--- config.mk ---
export PLATFORM = sky130hd
export DESIGN_NAME = ctrlsoc_flasharb
export DESIGN_NICKNAME = d
export VERILOG_FILES = /design/src/rtl/ctrlsoc_pkg.sv /design/src/rtl/ctrlsoc_flasharb.sv
export SDC_FILE = /design/constraint.sdc
export NUM_CORES = 1
export LEC_CHECK = 0
export CAP_MARGIN = 40
export CORE_MARGIN = 5
export CORE_UTILIZATION = 30
export DETAILED_ROUTE_END_ITERATION = 8
export MAX_ROUTING_LAYER = met4
export PLACE_DENSITY_LB_ADDON = 0.3
export SLEW_MARGIN = 10
export SYNTH_ARGS = -nofsm -noshare
export SYNTH_HDL_FRONTEND = slang
export SYNTH_SLANG_ARGS = --single-unit
--- constraint.sdc ---
create_clock -name clk -period 5.58 [get_ports clk]
set_input_delay 0.837 -clock clk [delete_from_list [all_inputs] [get_ports clk]]
set_output_delay 0.837 -clock clk [all_outputs]
set_load 0.02 [all_outputs]
--- src/rtl/ctrlsoc_pkg.sv ---
// Shared definitions for the ctrlsoc flash read-port arbiter: state encoding
// and the default flash byte-address width.
package ctrlsoc_pkg;

  localparam int unsigned ADDR_W_DEFAULT = 24;
  localparam int unsigned BURST_CNT_W    = 8;

  typedef enum logic [1:0] {
    ST_IDLE = 2'd0,
    ST_OWN0 = 2'd1,
    ST_OWN1 = 2'd2,
    ST_GAP  = 2'd3
  } arb_state_t;

endpackage

--- src/rtl/ctrlsoc_flasharb.sv ---
// Two-requester arbiter for the single shared flash read port: CPU (m0) and
// the mlaccel weight-loader DMA (m1), with a burst limit applied under contention.
module ctrlsoc_flasharb
  import ctrlsoc_pkg::*;
#(
  parameter int unsigned MAX_BURST = 16,
  parameter int unsigned ADDR_W    = ADDR_W_DEFAULT
) (
  input  logic              clk,
  input  logic              reset,
  input  logic              m0_valid,
  input  logic [ADDR_W-1:0] m0_addr,
  output logic              m0_ready,
  output logic [31:0]       m0_rdata,
  input  logic              m1_valid,
  input  logic [ADDR_W-1:0] m1_addr,
  output logic              m1_ready,
  output logic [31:0]       m1_rdata,
  output logic              s_valid,
  output logic [ADDR_W-1:0] s_addr,
  input  logic              s_ready,
  input  logic [31:0]       s_rdata,
  output logic [1:0]        grant
);

  arb_state_t             state;
  logic [BURST_CNT_W-1:0] burst_cnt;
  logic                   last_grant;

  logic              own_valid;
  logic              other_valid;
  logic [ADDR_W-1:0] own_addr;
  logic              at_limit;

  always_comb begin
    own_valid   = 1'b0;
    other_valid = 1'b0;
    own_addr    = '0;
    case (state)
      ST_OWN0: begin
        own_valid   = m0_valid;
        other_valid = m1_valid;
        own_addr    = m0_addr;
      end
      ST_OWN1: begin
        own_valid   = m1_valid;
        other_valid = m0_valid;
        own_addr    = m1_addr;
      end
      default: ;
    endcase
  end

  // True when the word completing this cycle brings the burst to MAX_BURST
  // (also true once the counter has saturated during an uncontended stream).
  assign at_limit = burst_cnt >= BURST_CNT_W'(MAX_BURST - 1);

  always_comb begin
    s_valid  = 1'b0;
    s_addr   = '0;
    m0_ready = 1'b0;
    m1_ready = 1'b0;
    m0_rdata = '0;
    m1_rdata = '0;
    grant    = 2'b00;
    if (own_valid && !s_ready) begin
      s_valid = 1'b1;
      s_addr  = own_addr;
    end
    case (state)
      ST_OWN0: begin
        m0_ready = s_ready;
        m0_rdata = s_rdata;
        grant    = 2'b01;
      end
      ST_OWN1: begin
        m1_ready = s_ready;
        m1_rdata = s_rdata;
        grant    = 2'b10;
      end
      default: ;
    endcase
  end

  always_ff @(posedge clk) begin
    if (reset) begin
      state      <= ST_IDLE;
      last_grant <= 1'b1;
      burst_cnt  <= '0;
    end else begin
      case (state)
        ST_IDLE: begin
          burst_cnt <= '0;
          if (m0_valid && (!m1_valid || last_grant)) begin
            state <= ST_OWN0;
          end else if (m1_valid) begin
            state <= ST_OWN1;
          end
        end
        ST_OWN0, ST_OWN1: begin
          if (s_ready && burst_cnt != BURST_CNT_W'(MAX_BURST)) begin
            burst_cnt <= burst_cnt + 1'b1;
          end
          if (!own_valid || (s_ready && other_valid && at_limit)) begin
            state      <= ST_GAP;
            last_grant <= (state == ST_OWN1);
          end
        end
        default: state <= ST_IDLE;
      endcase
    end
  end

endmodule

Word-level counts from Yosys, hierarchy flattened
Index checks and enable logic that the tools add are counted.
{"block": "word_totals", "regBits": 11, "elab_cells": 43, "inputBits": 85}
{"block": "classes", "muxes": 16, "addsub": 1, "n_eq_ne": 6, "reduce_logical": 16, "order_cmp": 1}
{"operator": "$mux W32", "n": 2}
{"operator": "$pmux W24 S2", "n": 1}
{"operator": "$mux W24", "n": 1}
{"operator": "$pmux W8 S2", "n": 1}
{"operator": "$add A8 B1 Y8 const B", "n": 1}
{"operator": "$ge A8 B4 Y1 const B", "n": 1}
{"operator": "$mux W8", "n": 1}
{"operator": "$ne A8 B5 Y1 const B", "n": 1}
{"operator": "$pmux W2 S2", "n": 2}
{"operator": "$mux W2", "n": 3}
{"operator": "$reduce_and A2 Y1", "n": 3}
{"operator": "$logic_and A1 B1 Y1", "n": 5}
{"operator": "$ne A2 B2 Y1 const B", "n": 2}
{"operator": "$pmux W1 S2", "n": 2}
{"operator": "$logic_not A1 Y1", "n": 3}
{"operator": "$mux W1", "n": 3}
{"operator": "$ne A3 B3 Y1 const B", "n": 1}
{"operator": "$eq A2 B1 Y1 const B", "n": 1}
{"operator": "$eq A2 B2 Y1 const B", "n": 1}
{"operator": "$logic_not A2 Y1", "n": 1}
{"operator": "$logic_or A1 B1 Y1", "n": 2}
{"operator": "$reduce_bool A2 Y1", "n": 1}
{"operator": "$reduce_or A2 Y1", "n": 1}

Logic depth before layout (Yosys ltp)
{"block": "logic_depth", "word_depth": 7, "ltp_mapped": 9}

Worst setup path before layout
Ideal clock, no wire load.
{"block": "synth_timing", "kind": "in2out", "startpoint": "in m1_valid", "endpoint": "out s_addr[10]", "slack_ns": 2.922, "path_stages": 6, "n_path_buf": 2, "t_arrival_ns": 1.821, "cell_sequence": "a22o_1 -> nand2_1 -> or2_1 -> buf_2 -> buf_2 -> nor2_1"}
{"block": "synth_between", "elab_chain_len": 3}
{"element": "start: declaration", "line": "ctrlsoc_flasharb.sv:15", "source": "input logic m1_valid,"}
{"element": "$pmux W1 S2", "line": "ctrlsoc_flasharb.sv:39", "source": "case (state)"}
{"element": "$logic_and A1 B1 Y1", "line": "ctrlsoc_flasharb.sv:66", "source": "if (own_valid && !s_ready) begin"}
{"element": "$mux W24", "line": "ctrlsoc_flasharb.sv:66"}
{"element": "end: declaration", "line": "ctrlsoc_flasharb.sv:20", "source": "output logic [ADDR_W-1:0] s_addr,"}
Every way passes these cells.

Worst setup path after layout
{"block": "layout_timing", "startpoint": "reg state[0]", "endpoint": "out s_addr[16]"}
{"block": "layout_between", "elab_chain_len": 4, "word_cells_on_any_way": 6}
{"element": "start: declaration", "line": "ctrlsoc_flasharb.sv:26", "source": "arb_state_t state;"}
{"element": "start signal: assignment", "line": "ctrlsoc_flasharb.sv:87", "source": "state <= ST_IDLE;"}
{"element": "start signal: assignment", "line": "ctrlsoc_flasharb.sv:95", "source": "state <= ST_OWN0;"}
{"element": "start signal: assignment", "line": "ctrlsoc_flasharb.sv:97", "source": "state <= ST_OWN1;"}
{"element": "$eq A2 B2 Y1 or $eq A2 B1 Y1 (tied branches)", "line": "ctrlsoc_flasharb.sv:39"}
{"element": "$pmux W1 S2", "line": "ctrlsoc_flasharb.sv:39"}
{"element": "$logic_and A1 B1 Y1", "line": "ctrlsoc_flasharb.sv:66"}
{"element": "$mux W24 (*)", "line": "ctrlsoc_flasharb.sv:66"}
Every way passes the cells marked *; elsewhere a longest branch is shown, timed or not.

==> flow_summary.ini <==
[critical_path]
cp_slowest_stage_delay_ns = 0.63
worst-path-max-fanout = 60
worst_ep_arrival_time_ns = 3.05
reg2reg_slack_ns = 3.40
worstSetupEndpointType = output pin
critical_path.startpoint = state[0]$_SDFFE_PP0P_
critPathRequiredTime_ns = 4.74
setup.worst_path.class = reg -> out
critPathSlowestCell = sky130_fd_sc_hd__clkdlybuf4s50_1
critical_path.cell_chain = inv_1 -> ha_1 -> buf_4 -> a22o_1 -> nand2_1 -> or2_1 -> nor2_1 -> clkdlybuf4s50_1
crit_path_start_kind = register
worst_r2r_startpoint = state[0]$_SDFFE_PP0P_

[clock_tree]
cts_buffer_depth = 2
postCtsSetupBuffers = 0
cts_htree_levels = 1
clock_sink_count = 11
clk_transition_reported_paths_ns = 0.05
root_buffer = sky130_fd_sc_hd__clkbuf_8
numCtsBuffers = 3
insertion_delay_ns = 0.25
cts_tree = yes
post_cts.resized_instances = 0
cts_hold_buf = 0

[detailed_routing]
highest-signal-layer = met4
drc = 0
wl_met3_microns = 629
route.layer.met1.wl_microns = 3020
routed_wire_length_per_instance_microns = 17.3
drt_wl_total_microns = 7830
avgViaCountPerCell = 4.73
met2WireLength_microns = 4010
route.antenna.remaining_nets = 0
dr.pass1.iters = 4
first_iter_violations = 88
routed-via-count = 2144

[grt]
grt.overflow.total = 0
grt_first_pass_wirelength_microns = 10800
grt_max_degree = 61
number_of_antenna_violations_at_the_first_check_in_global_routing = 0
first_global_vias = 1896
grt_usage_pct = 22.0

[timing]
timing.final.hold_violations = 0
setup_tns_ns = 0
setup_repair_after_global_routing_missed_its_margin = false
fmax_ghz = 0.257
final.min_clock_period_ns = 3.89
timing.final.setup_violations = 0
tightestPinTransition_ns = 0.868
max_slew_margin_pct = 42.1
fin_crit_sh_pct = 69.6
finalClockSkew_ns = 0.00177
layout_setup_ws_ns = 1.69
drv_slew = 0

[floorplan]
dieArea_sq_um = 6620
row_count = 26
die_y_microns = 81.4
fp.dieW_microns = 81.4
initial_core_util_pct = 30.3
floorplan.core_area_sq_um = 5040
design.portCount = 178

[power_and_ir_drop]
static-leakage-power_nw = 1.20
power_per_cell_area_nw_per_um2 = 285
irDropWorstVdd_mv = 0.358

[final_layout]
antenna_cells_inserted = 0
layout.nets = 477
final_core_util_pct = 66.8
design_area_sq_um = 3370
n_fill_cell = 443
finalNonFillerCells = 453
layout-drive-gt1-share_pct = 3.13
area_growth_syn_to_layout_pct = 121

[synthesis]
synthDistinctLibCells = 35
yosys_register_bits = 11
synth.yosys.warnings = 0
synth_sequential_area_ratio_pct = 14.4
synth_area_per_cell_sq_um = 7.01
area_of_the_mapped_netlist_sq_um = 1530
syn-num-nets = 311
syn-instance-count = 218

[run_status]
outcome = finished, final reports clean

[placed_design]
dp.cells = 449
place.gp.congestion = 0.868
post-dp-hpwl_microns = 6520
port-buffer-count = 177
dpl_worst_slack_ns = 1.71
place_area_sq_um = 3320

[min_path]
timing.hold.worst.class = reg -> reg
min-delay-start = burst_cnt[2]$_SDFFE_PP0P_

[job]
drv_cap = 0
## sequential cells by signal (all words and copies together), names as in the netlist
| signal | count |
|---|---|
| burst_cnt | 8 |
| last_grant | 1 |
| state | 2 |
## cells in the final DEF, fill, tap and decap left out, drive strengths merged, types with 2 or more instances in the layout
cell	n
a211oi	2
a21oi	4
a22oi	25
a31oi	2
and2	66
buf	2
clkbuf	4
clkdlybuf4s50	177
dfxtp	11
ha	8
inv	8
mux2	2
mux2i	3
nand2	7
nand2b	4
nand3	2
nor2	34
nor3	2
o21ai	5
or3	3
xnor2	2
## final timing paths
| check | endpoint | depth (start not counted) |
|---|---|---|
| worst min register to register | burst_cnt[2]$_SDFFE_PP0P_ | 2 |
| worst min-delay path | burst_cnt[2]$_SDFFE_PP0P_ | 2 |
| worst max-delay path | s_addr[16] | 8 |
| worst max register to register | state[0]$_SDFFE_PP0P_ | 7 |
## per-stage QoR
step | total power, W | hold slack [ns]
floorplan | 0.000556 | 0.468
global placement | 0.000876 | 0.490
detailed placement | 0.000881 | 0.516
CTS | 0.000969 | 0.525
global route | 0.00102 | 0.551
finish | 0.000961 | 0.514
## cell usage after synthesis
library cell                instances  area share, %
sky130_fd_sc_hd__a22o_1             1           0.57
sky130_fd_sc_hd__nand2b_1           3            1.2
sky130_fd_sc_hd__dfxtp_1           11             14
sky130_fd_sc_hd__inv_1              8            2.0
sky130_fd_sc_hd__a21oi_1            4            1.3
sky130_fd_sc_hd__and2_1            66             27
sky130_fd_sc_hd__buf_4              1           0.49
sky130_fd_sc_hd__a21boi_0           1           0.49
sky130_fd_sc_hd__nand2b_4           1           0.90
sky130_fd_sc_hd__a22oi_1           25             12
sky130_fd_sc_hd__a31oi_1            2           0.82
sky130_fd_sc_hd__o21ai_1            1           0.33
sky130_fd_sc_hd__mux2i_1            3            2.0
sky130_fd_sc_hd__nor3_4             1            1.1
sky130_fd_sc_hd__buf_2              5            1.6
sky130_fd_sc_hd__clkbuf_1          12            2.9
sky130_fd_sc_hd__nor2_1            34            8.4
sky130_fd_sc_hd__xnor2_1            2            1.1
sky130_fd_sc_hd__a211oi_1           2           0.98
sky130_fd_sc_hd__a41oi_4            1            1.8
sky130_fd_sc_hd__o2111ai_1          1           0.57
sky130_fd_sc_hd__o21ai_0            4            1.3
sky130_fd_sc_hd__and3_1             1           0.41
sky130_fd_sc_hd__nor3_1             1           0.33
sky130_fd_sc_hd__nor2b_1            1           0.41
sky130_fd_sc_hd__mux2_2             2            1.5
sky130_fd_sc_hd__nand2_2            1           0.41
sky130_fd_sc_hd__or2_1              1           0.41
sky130_fd_sc_hd__a41o_1             1           0.66
sky130_fd_sc_hd__a311oi_1           1           0.57
sky130_fd_sc_hd__ha_1               8            6.6
sky130_fd_sc_hd__a2111oi_4          1            1.8
sky130_fd_sc_hd__nand2_1            6            1.5
sky130_fd_sc_hd__nand3_1            2           0.66
sky130_fd_sc_hd__or3_1              3            1.2
## cells by family (layout without fill, tap and decap cells)
| kind of cell | after synthesis | after routing | share of synthesized area [%] |
|---|---|---|---|
| fa+ha+maj | 8 | 8 | 6.55 |
| flops | 11 | 11 | 14.4 |
| xor+xnor | 2 | 2 | 1.15 |
| buf+inv | 26 | 191 | 7.04 |
| mux | 5 | 5 | 3.44 |
| compound gates | 45 | 45 | 23.5 |
| simple gates | 121 | 121 | 43.9 |
## layout make-up
cell class	instances	area, sq um	share of cell area (%)
multi-input combinational	181	1200	35.6
tap	70	87.6	2.60
timing repair buffer	179	1790	53.0
clock buffer	4	45.0	1.34
inverter	8	30.0	0.891
sequential	11	220	6.54
## power breakdown
part           internal, W  leakage, nW  switching, W
clock network    0.0000504       0.0228     0.0000329
registers        0.0000908       0.0895     0.0000115
logic             0.000364         1.09      0.000412
## worst max-delay path: cells and delay by family, from the launching register on
kind | cells | cell delay, ns
simple gates | 3 | 0.87
compound gates | 1 | 0.22
buf+inv | 3 | 1.20
flops | 1 | 0.34
fa+ha+maj | 1 | 0.16
## per-layer routing
| layer | vias up | GRT usage (%) |
|---|---|---|
| met1 | 978 | 24.0 |
| li1 | 1066 | - |
| met2 | 81 | 38.4 |
| met5 | - | - |
| met3 | 19 | 5.65 |
| met4 | 0 | 8.11 |
No activity file was read; power rests on OpenSTA's default activity.
